--- src/rtl/alu_pkg.sv ---
// Shared types for the ALU arbiter: operation codes, data width and FSM state encoding.
package alu_pkg;

    localparam int DATA_W = 32;

    typedef enum logic [1:0] {
        ALU_ADD = 2'b00,
        ALU_SUB = 2'b01,
        ALU_AND = 2'b10,
        ALU_OR  = 2'b11
    } alu_op_e;

    typedef enum logic [1:0] {
        ST_IDLE  = 2'b00,
        ST_LATCH = 2'b01,
        ST_EXEC  = 2'b10,
        ST_DONE  = 2'b11
    } state_e;

endpackage

--- src/rtl/alu_arbiter_if.sv ---
// Two-requester ALU service bus: per-requester request/operands in, grant/done pulses and shared result out.
interface alu_arbiter_if;
    import alu_pkg::*;

    logic              req0;
    logic              req1;
    logic [DATA_W-1:0] a0;
    logic [DATA_W-1:0] b0;
    logic [DATA_W-1:0] a1;
    logic [DATA_W-1:0] b1;
    logic [1:0]        sel0;
    logic [1:0]        sel1;
    logic              gnt0;
    logic              gnt1;
    logic              done0;
    logic              done1;
    logic [DATA_W-1:0] result;
    logic              busy;

    modport master (
        output req0, req1, a0, b0, a1, b1, sel0, sel1,
        input  gnt0, gnt1, done0, done1, result, busy
    );

    modport slave (
        input  req0, req1, a0, b0, a1, b1, sel0, sel1,
        output gnt0, gnt1, done0, done1, result, busy
    );

endinterface

--- src/rtl/alu_arbiter_alu.sv ---
// Combinational 32-bit ALU (add/sub/and/or); carries and overflow are dropped, results wrap.
module alu
    import alu_pkg::*;
(
    input  logic [DATA_W-1:0] a,
    input  logic [DATA_W-1:0] b,
    input  alu_op_e           sel,
    output logic [DATA_W-1:0] out
);

    always_comb begin
        out = '0;
        case (sel)
            ALU_ADD: out = a + b;
            ALU_SUB: out = a - b;
            ALU_AND: out = a & b;
            ALU_OR:  out = a | b;
            default: out = '0;
        endcase
    end

endmodule

--- src/rtl/alu_arbiter.sv ---
// Shares one ALU between two requesters via IDLE->LATCH->EXEC->DONE sequencing.
// Define ALU_ARB_RR_EN for round-robin tie-breaking; otherwise requester 0 has fixed priority.
module alu_arbiter
    import alu_pkg::*;
(
    input  logic          clk,
    input  logic          rst,
    alu_arbiter_if.slave  bus
);

    state_e            state_q, state_d;
    logic              winner_q;
    logic              gnt0_q, gnt1_q, done0_q, done1_q;
    logic [DATA_W-1:0] op_a_q, op_b_q, result_q, alu_out;
    alu_op_e           op_sel_q;
    logic              any_req, grant, pick;

    assign any_req = bus.req0 | bus.req1;
    assign grant   = (state_q == ST_IDLE) && any_req;

`ifdef ALU_ARB_RR_EN
    logic last_served_q;

    // On a tie the requester not served last wins; a lone requester always wins.
    assign pick = (bus.req0 && bus.req1) ? ~last_served_q : bus.req1;

    always_ff @(posedge clk) begin
        if (rst) begin
            last_served_q <= 1'b1;
        end else if (grant) begin
            last_served_q <= pick;
        end
    end
`else
    assign pick = ~bus.req0;
`endif

    always_comb begin
        state_d = state_q;
        case (state_q)
            ST_IDLE:  if (any_req) state_d = ST_LATCH;
            ST_LATCH: state_d = ST_EXEC;
            ST_EXEC:  state_d = ST_DONE;
            ST_DONE:  state_d = ST_IDLE;
            default:  state_d = ST_IDLE;
        endcase
    end

    always_ff @(posedge clk) begin
        if (rst) begin
            state_q  <= ST_IDLE;
            winner_q <= 1'b0;
            gnt0_q   <= 1'b0;
            gnt1_q   <= 1'b0;
            done0_q  <= 1'b0;
            done1_q  <= 1'b0;
            result_q <= '0;
        end else begin
            state_q <= state_d;
            gnt0_q  <= grant && !pick;
            gnt1_q  <= grant && pick;
            done0_q <= (state_q == ST_DONE) && !winner_q;
            done1_q <= (state_q == ST_DONE) && winner_q;
            if (grant) begin
                winner_q <= pick;
            end
            if (state_q == ST_EXEC) begin
                result_q <= alu_out;
            end
        end
    end

    // Operand snapshot at grant isolates the in-flight op from later input changes.
    always_ff @(posedge clk) begin
        if (grant) begin
            op_a_q   <= pick ? bus.a1 : bus.a0;
            op_b_q   <= pick ? bus.b1 : bus.b0;
            op_sel_q <= alu_op_e'(pick ? bus.sel1 : bus.sel0);
        end
    end

    alu u_alu (
        .a   (op_a_q),
        .b   (op_b_q),
        .sel (op_sel_q),
        .out (alu_out)
    );

    assign bus.gnt0   = gnt0_q;
    assign bus.gnt1   = gnt1_q;
    assign bus.done0  = done0_q;
    assign bus.done1  = done1_q;
    assign bus.result = result_q;
    assign bus.busy   = (state_q != ST_IDLE);

endmodule

--- src/flat_wrapper.sv ---
// flat-port wrapper written by rule: the top's interface ports become plain ports
module alu_arbiter_flat import alu_pkg::*;
  (clk, rst, bus_req0, bus_req1, bus_a0, bus_b0, bus_a1, bus_b1, bus_sel0, bus_sel1, bus_gnt0, bus_gnt1, bus_done0, bus_done1, bus_result, bus_busy);
  alu_arbiter_if bus_i ();
  input  logic clk;
  input  logic rst;
  input wire logic [$bits(bus_i.req0)-1:0] bus_req0;
  input wire logic [$bits(bus_i.req1)-1:0] bus_req1;
  input wire logic [$bits(bus_i.a0)-1:0] bus_a0;
  input wire logic [$bits(bus_i.b0)-1:0] bus_b0;
  input wire logic [$bits(bus_i.a1)-1:0] bus_a1;
  input wire logic [$bits(bus_i.b1)-1:0] bus_b1;
  input wire logic [$bits(bus_i.sel0)-1:0] bus_sel0;
  input wire logic [$bits(bus_i.sel1)-1:0] bus_sel1;
  output wire logic [$bits(bus_i.gnt0)-1:0] bus_gnt0;
  output wire logic [$bits(bus_i.gnt1)-1:0] bus_gnt1;
  output wire logic [$bits(bus_i.done0)-1:0] bus_done0;
  output wire logic [$bits(bus_i.done1)-1:0] bus_done1;
  output wire logic [$bits(bus_i.result)-1:0] bus_result;
  output wire logic [$bits(bus_i.busy)-1:0] bus_busy;
  assign bus_i.req0 = bus_req0;
  assign bus_i.req1 = bus_req1;
  assign bus_i.a0 = bus_a0;
  assign bus_i.b0 = bus_b0;
  assign bus_i.a1 = bus_a1;
  assign bus_i.b1 = bus_b1;
  assign bus_i.sel0 = bus_sel0;
  assign bus_i.sel1 = bus_sel1;
  assign bus_gnt0 = bus_i.gnt0;
  assign bus_gnt1 = bus_i.gnt1;
  assign bus_done0 = bus_i.done0;
  assign bus_done1 = bus_i.done1;
  assign bus_result = bus_i.result;
  assign bus_busy = bus_i.busy;
  alu_arbiter u_core (.clk(clk), .rst(rst), .bus(bus_i));
endmodule
--- config.mk ---
export PLATFORM = sky130hd
export DESIGN_NAME = alu_arbiter_flat
export DESIGN_NICKNAME = d
export VERILOG_FILES = /design/src/rtl/alu_pkg.sv /design/src/rtl/alu_arbiter_if.sv /design/src/rtl/alu_arbiter_alu.sv /design/src/rtl/alu_arbiter.sv /design/src/flat_wrapper.sv
export SDC_FILE = /design/constraint.sdc
export NUM_CORES = 1
export LEC_CHECK = 0
export BUFFER_PORTS_ARGS = -buffer_cell sky130_fd_sc_hd__buf_2
export CELL_PAD_IN_SITES_DETAIL_PLACEMENT = 2
export CELL_PAD_IN_SITES_GLOBAL_PLACEMENT = 2
export CORE_MARGIN = 4
export CORE_UTILIZATION = 33
export DETAILED_ROUTE_END_ITERATION = 7
export PLACE_DENSITY_LB_ADDON = 0.08
export SYNTH_ARGS = -nofsm -noshare
export SYNTH_HDL_FRONTEND = slang
export SYNTH_SLANG_ARGS = --single-unit
--- constraint.sdc ---
create_clock -name clk -period 5.28 [get_ports clk]
set_input_delay 0.264 -clock clk [delete_from_list [all_inputs] [get_ports clk]]
set_output_delay 0.264 -clock clk [all_outputs]
set_load 0.03 [all_outputs]
# Yosys cells after proc, flatten, opt, wreduce, memory -nomap -nowiden

Cells that the tools add are included.

Flip-flop bits (word level): 105
Output and inout bits: 37
Bits in writable memories: 0
Input bits: 136
Bits in latches: 0
Word-level logic and storage cells: 38
Memory bits (read-only): 0
Memories: 0

Mux-type cells: 6
Reductions and logical operators: 9
Shift operators: 0
Magnitude comparators: 0
Multiply operators: 0
Bitwise logic cells: 4
Divide/modulo/power cells: 0
Add/sub/neg operators: 2
Equal/unequal tests: 7

Operator list:

| kind                 | count |
|---|---|
| $pmux W32 S4         | 1 |
| $mux W32             | 2 |
| $add A32 B32 Y32     | 1 |
| $and A32 B32 Y32     | 1 |
| $or A32 B32 Y32      | 1 |
| $sub A32 B32 Y32     | 1 |
| $eq A2 B2 Y1 const B | 4 |
| $pmux W2 S4          | 1 |
| $logic_and A1 B1 Y1  | 5 |
| $eq A2 B1 Y1 const B | 2 |
| $logic_not A2 Y1     | 2 |
| $mux W2              | 2 |
| $ne A2 B1 Y1 const B | 1 |
| $reduce_bool A2 Y1   | 1 |
| $logic_not A1 Y1     | 1 |
| $not A1 Y1           | 1 |
| $or A1 B1 Y1         | 1 |

# Depth between registers and ports, before layout

Gate-level depths: netlist (run 1).

Depth after elaboration: 3
Depth in mapped cells: 18
Depth with buffers taken out: 18

# Cells and area by module

Synthesis (run 1) repeated with hierarchy kept, for this count alone.

Cells, all modules: 689
Area, all modules: 7185.6 um^2

By module, submodules not included:

| module      | area each (um^2) | times used | cells each | seq. area each (um^2) |
|---|---|---|---|---|
| alu_arbiter | 4252.8           | 1          | 271        | 2762.6 |
| alu         | 2932.8           | 1          | 418        | 0.0 |

# Worst setup path after synthesis (run 1)

OpenSTA, ideal clock, no wires.

Path type: reg-to-reg
Start: register u_core.op_b_q[12]
End: register u_core.result_q[29] (netlist: u_core.bus.result[29])
Stages on the path, launching flop included: 16
Arrival: 3.790 ns
Path slack: 1.399 ns
Library setup time: 0.091 ns
Required time: 5.189 ns
Clock period less this slack: 3.881 ns
Buffers on the path: 1
Cell sequence: edfxtp_1 or4_4 or4_4 nor4_4 a21oi_1 xnor2_1 ha_1 clkbuf_1 inv_1 o21bai_1 a211oi_1 o21ai_0 a21oi_1 o21ai_0 or3b_2 a311oi_1

Longest elaborated chain between the ends: 2
Elaborated cells between the ends (all ways): 3
Those cells by class: 2 x add/sub; 1 x mux

RTL lines:

| item                                                        | line                                         | RTL |
|---|---|---|
| from (decl)                                                 | alu_arbiter.sv:14                            | `logic [DATA_W-1:0] op_a_q, op_b_q, result_q, alu_out;` |
| from (signal assigned)                                      | alu_arbiter.sv:77                            | `op_b_q <= pick ? bus.b1 : bus.b0;` |
| $sub A32 B32 Y32 / $add A32 B32 Y32 (equally long branches) | alu_arbiter_alu.sv:15, alu_arbiter_alu.sv:14 |  |
| $pmux W32 S4 *                                              | alu_arbiter_alu.sv:13                        | `case (sel)` |
| to (signal assigned)                                        | alu_arbiter.sv:68                            | `result_q <= alu_out;` |
| to (decl)                                                   | alu_arbiter.sv:14                            |  |

Every way passes the cells marked *; elsewhere a longest branch is shown, timed or not.
A chain may end at the register's enable or synchronous reset.

# Worst setup path in the final report (run 1)

Start: register u_core.op_b_q[1]
End: register u_core.result_q[30] (netlist: u_core.bus.result[30])

Same word-level chain as after synthesis.

==> qor.csv, run 1 <==
stage,metric,value,unit
synth,cell area after synthesis,0.00715,mm²
min_path,Hold WC Path Type,in2reg,
synth,synth top area cells,"edfxtp_1 (28%), dfxtp_1 (11%), mux2_2 (10%), ha_1 (6.7%), a21oi_1 (5.4%)",
worst_setup_path,Crit Path Max Fanout,6,
cts,total clock buffers created by CTS,9,
synth,"EDFF count, synth",66,
timing,setup TNS,0,ns
cts,Worst-path clk slew,0.08,ns
synth,leading area contributor after synthesis,edfxtp_1,
synth,commonest cells in the netlist,"a21oi_1 (77), edfxtp_1 (66), mux2_2 (66), nor2_1 (63), o21ai_0 (49)",
floorplanning,Starting Density,33.8,%
min_path,hold path endpoint,u_core.op_a_q[29],
cts,# clock sinks,105,
worst_setup_path,RR Startpoint,u_core.op_b_q[1],
worst_setup_path,endpoint class of the critical path,register,
global_routing,vias in the first global route,6715,
routing,ANT nets after route,0,
timing,Fmax,218,MHz
worst_setup_path,crit path DAT,4.82,ns
timing,Final Slew Violations,0,
global_routing,antenna violations before repair,0,
run_status,status,"finished, final reports clean",
global_routing,pin count of the biggest net entering global routing,67,
worst_setup_path,slowest CP cell,or4_1,
power_and_ir_drop,power per cell area,662,mW/mm²
cts,Root Driver,clkbuf_16,
routing,initial DRC count,320,
timing,clock period minus worst slack,4.60,ns
timing,clock skew,0.0145,ns
timing,final setup vio count,0,
synth,Synth cell types,64,
floorplanning,die span in y,155,µm
timing,final hold violations,0,
synth,sequential cell area fraction in the yosys report,38.7,%
layout,Area growth syn-to-layout,18.8,%
timing,Worst-Margin Slew,0.927,ns
floorplanning,Die Wd,155,µm
floorplanning,Rows,53,
synth,"Net Count, Synth",908,
worst_setup_path,delay of the slowest critical-path stage,0.58,ns
synth,Synth Register Bits,105,
global_routing,first-pass GRT wire length,39.2,mm
min_path,Hold Crit Start,bus_a0[29],
synth,most common cell in the netlist,a21oi_1,
cts,CTS tree,built,
worst_setup_path,Reg2Reg Setup Slack,0.68,ns
worst_setup_path,CP Launch Type,register,
min_path,Worst Hold Depth,2,
routing,DR WL/cell,21.4,µm
worst_setup_path,R2R cell count,14,
global_routing,grt ovf,0,
cts,CTS Buffer Depth,2,
worst_setup_path,FF-to-FF End,u_core.bus.result[30],
synth,cells after synthesis,733,
cts,# hold bufs at CTS,0,
synth,area share of the largest cell type after synthesis,27.7,%
routing,"wirelength, routed",24.9,mm
cts,post-CTS setup buffers,0,
global_routing,Total GRT Usage,20.8,%
timing,RSZ-0062 raised after global routing,no,
power_and_ir_drop,peak supply drop,0.000197,V
worst_setup_path,critical path required time,5.51,ns
placement,Post-DP HPWL,20.2,mm
run,Max-Cap Viols,0,
power_and_ir_drop,cell leakage power,3.46,nW
worst_setup_path,worst path cell trace,or2_2 -> or4_1 -> or3_1 -> o41ai_1 -> xor2_1 -> ha_1 -> nand2_1 -> o21ai_0 -> nand3_1 -> and4b_1 -> a21oi_1 -> a31oi_1 -> xor2_1 -> a2111oi_0,
power_and_ir_drop,Pwr Total,5.62,mW
synth,Ys Warns,0,
layout,layout cells sized above 1,30.7,%
routing,Vias/cell,5.33,
timing,share of the clock period used by the worst path,87.0,%
synth,dominant synthesized flop cell,edfxtp_1,
floorplanning,Die Footprint,0.0241,mm²
timing,Max transition margin,38.2,%
cts,post_cts resized,0,
floorplanning,io pins,173,
layout,nets,1059,
routing,DR vias,6200,
cts,H-tree depth,3,
cts,clk_lat worst skew,0.36,ns
routing,DRT Pass-1 Iters,4,
floorplanning,CORE AREA,0.0212,mm²
layout,final antenna diode count,0,
routing,DRC viols,0,
synth,"Async S/R FF share, synth",0,%
synth,mean post-synth cell area,9.75,µm²
placement,GP Congestion,0.873,
placement,PortBufs,172,
worst_setup_path,Setup Crit Path Kind,reg2reg,
worst_setup_path,most frequent CP cell,xor2_1,
[worst max-delay path, delay by kind of cell (launching register included)]
family          cells  cell delay (ns)
simple gates        6             1.79
compound gates      5             1.52
fa+ha+maj           1             0.41
xor+xnor            2             0.28
flops               1             0.45
[stage by stage]
stage | hold slack, ns | setup WS (ns) | cells | utilization (%) | instance area, µm²
finish | 0.194 | 0.685 | 1164 | 40.1 | 8490
global route | 0.182 | 0.279 | 1164 | 40.1 | 8490
CTS | 0.187 | 0.595 | 1164 | 40.1 | 8490
detailed placement | 0.446 | 0.657 | 1148 | 38.8 | 8210
global placement | 0.427 | 0.911 | 1148 | 38.8 | 8210
floorplan | 0.413 | 1.40 | 733 | - | 7150
[metal layers]
layer / track usage (%) / routed length (µm)
met2: 30.6 / 10500
met4: 3.95 / 194
met5: 0 / 0
met3: 2.23 / 1070
met1: 33.0 / 13200
[worst max path at each step]
stage,startpoint,slack [ns],to,depth (start not counted)
floorplan,u_core.op_b_q[12],1.40,u_core.bus.result[29],15
global placement,u_core.op_b_q[1],0.91,u_core.bus.result[31],14
detailed placement,u_core.op_b_q[1],0.66,u_core.bus.result[30],14
CTS,u_core.op_b_q[1],0.59,u_core.bus.result[30],14
global route,u_core.op_b_q[1],0.28,u_core.bus.result[30],14
finish,u_core.op_b_q[1],0.68,u_core.bus.result[30],14
[logic make-up (layout without fill, tap and decap cells)]
| kind of cell | count (synthesis) | in the layout | synth area share, % |
|---|---|---|---|
| simple gates | 177 | 177 | 12.0 |
| xor+xnor | 55 | 55 | 6.85 |
| flops | 105 | 105 | 38.7 |
| compound gates | 209 | 209 | 18.3 |
| fa+ha+maj | 55 | 55 | 9.17 |
| mux | 72 | 72 | 11.2 |
| buf+inv | 60 | 216 | 3.87 |
[state kept, by name (all words and copies together), names as in the netlist]
name / cells
u_core.bus.gnt1: 1
u_core.op_sel_q: 2
u_core.winner_q: 1
u_core.bus.gnt0: 1
u_core.bus.result: 32
u_core.bus.done1: 1
u_core.op_a_q: 32
u_core.bus.done0: 1
u_core.state_q: 2
u_core.op_b_q: 32
[power breakdown]
group | switching (mW) | internal, mW | leakage, nW
Clock | 0.339 | 0.331 | 0.140
Combinational | 2.20 | 1.25 | 2.36
Sequential | 0.285 | 1.22 | 0.957
[area by class of cell]
cell class,instances,area (µm²)
clock buffers,9,225
clock inverters,7,61.3
fillers,2323,12700
inverters,21,78.8
multi-input cells,568,4110
flip-flops and latches,105,2760
well taps,275,344
repair buffers,179,913
[placed cells by master (no fill, tap or decap), drive strengths merged, types with 13 or more instances in the layout]
master	Yosys	final
inv	21	25
o21ai	51	51
xnor2	35	35
nand2	44	44
buf	5	179
maj3	16	16
edfxtp	66	66
dfxtp	39	39
nor2	63	63
nand3	13	13
ha	38	38
mux2	66	66
a21oi	77	77
xor2	20	20
a211oi	13	13
(Power assumes the default switching activity.)
==> inputs of run 2 (changes only) <==
==> constraint.sdc (replaced) <==
create_clock -name clk -period 4.7 [get_ports clk]
set_input_delay 0.705 -clock clk [delete_from_list [all_inputs] [get_ports clk]]
set_output_delay 0.705 -clock clk [all_outputs]
set_load 0.03 [all_outputs]
==> qor.csv, run 2 (synthesized netlist as in run 1, its figures left out) <==
stage,metric,value,unit
run_status,status,"finished, final reports clean",
power_and_ir_drop,peak supply drop,0.000462,V
routing,Vias/cell,5.43,
floorplanning,Rows,53,
timing,setup TNS,0,ns
worst_setup_path,worst path cell trace,or2_2 -> or4_1 -> or3_1 -> o31ai_1 -> xor2_1 -> ha_1 -> nand2_1 -> or3_1 -> a311o_1 -> a21oi_1 -> a21oi_1 -> xnor2_1 -> nor2_1 -> a2111oi_0,
floorplanning,Starting Density,33.8,%
timing,RSZ-0062 raised after global routing,no,
routing,DRC viols,0,
worst_setup_path,Setup Crit Path Kind,reg2reg,
routing,DR vias,6345,
cts,clk_lat worst skew,0.36,ns
min_path,Worst Hold Depth,2,
timing,Fmax,228,MHz
power_and_ir_drop,part of the power in the clock network,11.7,%
power_and_ir_drop,sequential share of power,26.5,%
floorplanning,io pins,173,
layout,most frequent cells in the layout,"buf_2 (172), a21oi_1 (76), mux2_2 (66), edfxtp_1 (66), nor2_1 (63)",
worst_setup_path,crit path DAT,4.63,ns
worst_setup_path,critical path required time,4.94,ns
layout,final antenna diode count,0,
power_and_ir_drop,Psw,3.20,mW
power_and_ir_drop,power per cell area,746,mW/mm²
floorplanning,Die Wd,155,µm
worst_setup_path,FF-to-FF End,u_core.bus.result[23],
routing,initial DRC count,399,
routing,DR WL/cell,22.2,µm
global_routing,Total GRT Usage,21.6,%
placement,PortBufs,172,
cts,# clock sinks,105,
worst_setup_path,RR Startpoint,u_core.op_b_q[1],
timing,final hold violations,0,
worst_setup_path,delay of the slowest critical-path stage,0.55,ns
global_routing,grt ovf,0,
floorplanning,CORE AREA,0.0212,mm²
power_and_ir_drop,cell leakage power,3.48,nW
global_routing,vias in the first global route,6959,
timing,Max transition margin,39.3,%
timing,clock skew,0.0148,ns
timing,Worst-Margin Slew,0.908,ns
cts,Root Driver,clkbuf_16,
cts,CTS Buffer Depth,2,
floorplanning,die span in y,155,µm
timing,Final Slew Violations,0,
cts,H-tree depth,3,
worst_setup_path,CP Launch Type,register,
layout,layout cells sized above 1,31.2,%
timing,share of the clock period used by the worst path,93.4,%
timing,final hold slack,0.476,ns
worst_setup_path,Reg2Reg Setup Slack,0.31,ns
global_routing,antenna violations before repair,0,
min_path,Hold Crit Start,u_core.bus.result[19],
worst_setup_path,Crit Path Max Fanout,6,
power_and_ir_drop,combinational power share,61.8,%
cts,total clock buffers created by CTS,9,
routing,ANT nets after route,0,
min_path,hold path endpoint,u_core.bus.result[19],
worst_setup_path,"Buf+Inv Stages, Crit Path",0,
power_and_ir_drop,Switching Share,50.2,%
cts,CTS tree,built,
layout,Area growth syn-to-layout,19.4,%
worst_setup_path,endpoint class of the critical path,register,
worst_setup_path,slowest CP cell,or4_1,
worst_setup_path,"delay-heaviest family, CP",simple AND/OR/NAND/NOR gates,
placement,Post-DP HPWL,20.9,mm
cts,Worst-path clk slew,0.08,ns
layout,"commonest non-fill, non-tap cell in the layout",buf_2,
min_path,Hold WC Path Type,reg2reg,
timing,final setup vio count,0,
layout,nets,1064,
worst_setup_path,R2R cell count,14,
power_and_ir_drop,Int Pwr,3.17,mW
routing,"wirelength, routed",26.0,mm
cts,# hold bufs at CTS,0,
global_routing,first-pass GRT wire length,40.5,mm
run,Max-Cap Viols,0,
global_routing,pin count of the biggest net entering global routing,49,
timing,clock period minus worst slack,4.39,ns
routing,DRT Pass-1 Iters,6,
placement,GP Congestion,0.882,
floorplanning,Die Footprint,0.0241,mm²
[run 2: through the flow]
step	power (mW)	instances	utilization (%)	instance area [µm²]	setup slack [ns]
global placement	5.46	1151	38.9	8230	0.359
finish	6.36	1169	40.3	8530	0.312
floorplan	4.34	733	-	7150	0.819
global route	6.87	1169	40.3	8530	0.00882
detailed placement	5.62	1151	38.9	8230	0.299
CTS	6.38	1167	40.2	8510	0.282
[run 2: worst reg2reg max path, stage by stage, from the launching register on]
cell       delay (ns)
edfxtp_1         0.45
or2_2            0.33
or4_1            0.55
or3_1            0.42
o31ai_1          0.26
xor2_1           0.11
ha_1             0.41
nand2_1          0.12
or3_1            0.38
a311o_1          0.35
a21oi_1          0.23
a21oi_1          0.11
xnor2_1          0.16
nor2_1           0.06
a2111oi_0        0.31
[run 2: worst max path at each step]
stage / slack, ns / depth (start not counted) / start / to
2_1_floorplan: 0.82 / 15 / u_core.op_b_q[12] / u_core.bus.result[29]
3_3_place_gp: 0.36 / 14 / u_core.op_b_q[12] / u_core.bus.result[29]
3_5_place_dp: 0.30 / 14 / u_core.op_b_q[12] / u_core.bus.result[29]
4_1_cts: 0.28 / 14 / u_core.op_b_q[12] / u_core.bus.result[29]
5_1_grt: 0.009 / 13 / u_core.op_b_q[0] / u_core.bus.result[24]
6_report: 0.31 / 14 / u_core.op_b_q[1] / u_core.bus.result[23]
[run 2: metal layers]
metal  track usage, %  vias to the layer above  wire length (µm)
met3             2.64                       19              1310
li1                 -                     3038                 -
met1             33.5                     3130             13300
met5                0                        -                 0
met4             4.88                        0               353
met2             31.9                      158             11000
[run 2: what timing repair did]
action,4_1_cts,5_1_grt
gates resized for setup,0,2
setup buffers,0,2
setup endpoints to repair,0,2
[run 2: power groups by stage]
stage                     clock network, mW  logic (mW)  registers, mW
after floorplan                           0        2.55           1.79
after global placement                    0        3.78           1.68
after detailed placement                  0        3.91           1.71
after CTS                             0.766        3.93           1.69
after global routing                  0.802        4.34           1.73
final                                 0.745        3.93           1.68
[run 2: layout make-up]
class	count	area, µm²
clock inverters	6	50.0
well taps	275	344
multi-input cells	568	4120
fillers	2327	12600
repair buffers	184	951
clock buffers	10	229
flip-flops and latches	105	2760
inverters	21	78.8
==> inputs of run 3 (changes only) <==
--- a/config.mk
+++ b/config.mk
@@ -5,7 +5,7 @@
 export SDC_FILE = /design/constraint.sdc
 export NUM_CORES = 1
 export LEC_CHECK = 0
-export BUFFER_PORTS_ARGS = -buffer_cell sky130_fd_sc_hd__buf_2
+export BUFFER_PORTS_ARGS = -buffer_cell sky130_fd_sc_hd__clkbuf_2
 export CELL_PAD_IN_SITES_DETAIL_PLACEMENT = 2
 export CELL_PAD_IN_SITES_GLOBAL_PLACEMENT = 2
 export CORE_MARGIN = 4
==> qor.csv, run 3 (synthesized netlist as in run 1, its figures left out) <==
stage,metric,value,unit
min_path,hold path endpoint,u_core.bus.done0,
cts,Worst-path clk slew,0.08,ns
global_routing,vias in the first global route,6791,
cts,CTS tree,built,
cts,CTS Buffer Depth,2,
layout,nets,1063,
global_routing,pin count of the biggest net entering global routing,50,
worst_setup_path,Reg2Reg Setup Slack,0.29,ns
min_path,Worst Hold Depth,1,
worst_setup_path,Crit Path Max Fanout,6,
worst_setup_path,Setup Crit Path Kind,reg2reg,
cts,H-tree depth,3,
routing,DRC viols,0,
layout,"commonest non-fill, non-tap cell in the layout",clkbuf_2,
timing,final hold violations,0,
timing,Worst-Margin Slew,0.850,ns
timing,Fmax,227,MHz
layout,most frequent cells in the layout,"clkbuf_2 (172), a21oi_1 (76), mux2_2 (66), edfxtp_1 (66), nor2_1 (63)",
routing,initial DRC count,276,
floorplanning,Starting Density,33.8,%
layout,final antenna diode count,0,
power_and_ir_drop,cell leakage power,3.51,nW
placement,PortBufs,172,
layout,layout cells sized above 1,31.5,%
placement,Place WS,0.231,ns
routing,"wirelength, routed",25.7,mm
placement,Post-DP HPWL,20.3,mm
worst_setup_path,crit path DAT,4.62,ns
layout,Finished Cell Area,0.00858,mm²
worst_setup_path,R2R cell count,14,
run,Max-Cap Viols,0,
timing,final hold slack,0.472,ns
floorplanning,Die Wd,155,µm
worst_setup_path,critical path required time,4.91,ns
timing,RSZ-0062 raised after global routing,no,
layout,Area growth syn-to-layout,20.1,%
floorplanning,io pins,173,
routing,Vias/cell,5.39,
global_routing,first-pass GRT wire length,40.4,mm
routing,ANT nets after route,0,
timing,setup TNS,0,ns
timing,Final Slew Violations,0,
worst_setup_path,RR Startpoint,u_core.op_b_q[0],
timing,final setup vio count,0,
timing,clock period minus worst slack,4.41,ns
timing,final worst slack,0.292,ns
worst_setup_path,CP Launch Type,register,
floorplanning,die span in y,155,µm
routing,DR vias,6296,
layout,end-of-flow core utilization,40.6,%
cts,Root Driver,clkbuf_16,
min_path,Hold WC Path Type,reg2reg,
timing,Max transition margin,43.1,%
floorplanning,Die Footprint,0.0241,mm²
global_routing,grt ovf,0,
run_status,status,"finished, final reports clean",
cts,clk_lat worst skew,0.36,ns
power_and_ir_drop,power per cell area,749,mW/mm²
min_path,Hold Crit Start,u_core.winner_q,
timing,share of the clock period used by the worst path,93.8,%
worst_setup_path,FF-to-FF End,u_core.bus.result[31],
cts,# clock sinks,105,
timing,clock skew,0.0159,ns
power_and_ir_drop,peak supply drop,0.000279,V
cts,total clock buffers created by CTS,9,
worst_setup_path,endpoint class of the critical path,register,
global_routing,Total GRT Usage,21.6,%
global_routing,antenna violations before repair,0,
routing,DR WL/cell,22.0,µm
floorplanning,CORE AREA,0.0212,mm²
placement,dpl cell area,0.00822,mm²
floorplanning,Rows,53,
placement,GP Congestion,0.886,
routing,DRT Pass-1 Iters,4,
run 3: changes by cell type in the layout (fill, tap and decap cells not counted), moves of 2 or more:
cell and delta:
buf_2 -172, clkinvlp_4 -2, bufinv_16 +2, clkbuf_2 +172
run 3: worst max-delay path by stage:
stage                            startpoint                     to  slack [ns]  cells after the start
after floorplan           u_core.op_b_q[12]  u_core.bus.result[29]        0.82                     15
after global placement    u_core.op_b_q[12]  u_core.bus.result[29]        0.30                     14
after detailed placement   u_core.op_b_q[0]  u_core.bus.result[31]        0.23                     14
after CTS                  u_core.op_b_q[0]  u_core.bus.result[31]        0.16                     14
after global routing       u_core.op_b_q[0]  u_core.bus.result[23]        0.03                     14
final                      u_core.op_b_q[0]  u_core.bus.result[31]        0.29                     14
run 3: power by group:
part,internal (mW),switching (mW)
logic,1.41,2.49
registers,1.37,0.318
clock network,0.471,0.367
total,3.26,3.17
run 3: area by class of cell:
cell class / instances / area (µm²)
Clock inverter: 6 / 91.3
Tap cell: 275 / 344
Sequential cell: 105 / 2760
Fill cell: 2337 / 12600
Clock buffer: 10 / 229
Timing Repair Buffer: 183 / 943
Inverter: 21 / 78.8
Multi-Input combinational cell: 568 / 4130
run 3: what timing repair did:
| action | 4_1_cts | 5_1_grt |
|---|---|---|
| buffers inserted | 0 | 2 |
| gates resized for setup | 0 | 6 |
| hold buffers | 0 | 0 |
| setup endpoints to repair | 0 | 5 |
| endpoints found under the hold margin | 0 | 0 |
run 3: metrics by stage:
step	cells	total power, mW
finish	1168	6.43
detailed placement	1150	5.56
global route	1168	6.96
floorplan	733	4.34
CTS	1166	6.44
global placement	1150	5.44
run 3: critical path: stages (launching register included):
cell and delay, ns:
edfxtp_1 0.47, or2_2 0.34, or4_4 0.48, or3_1 0.39, o31ai_1 0.28, xor2_1 0.11
ha_1 0.42, nand2_1 0.13, or3_1 0.41, a311o_1 0.34, a21oi_1 0.25, o2111ai_1 0.15
a21oi_1 0.20, mux2i_1 0.20, a21oi_1 0.08
run 3: per-layer routing:
layer / vias to the layer above / part of all wire, % / global-route usage, %
li1: 3028 / - / -
met1: 3097 / 54 / 35.0
met2: 159 / 42 / 30.9
met3: 12 / 3.8 / 2.23
met4: 0 / 1.0 / 4.16
met5: - / 0 / 0
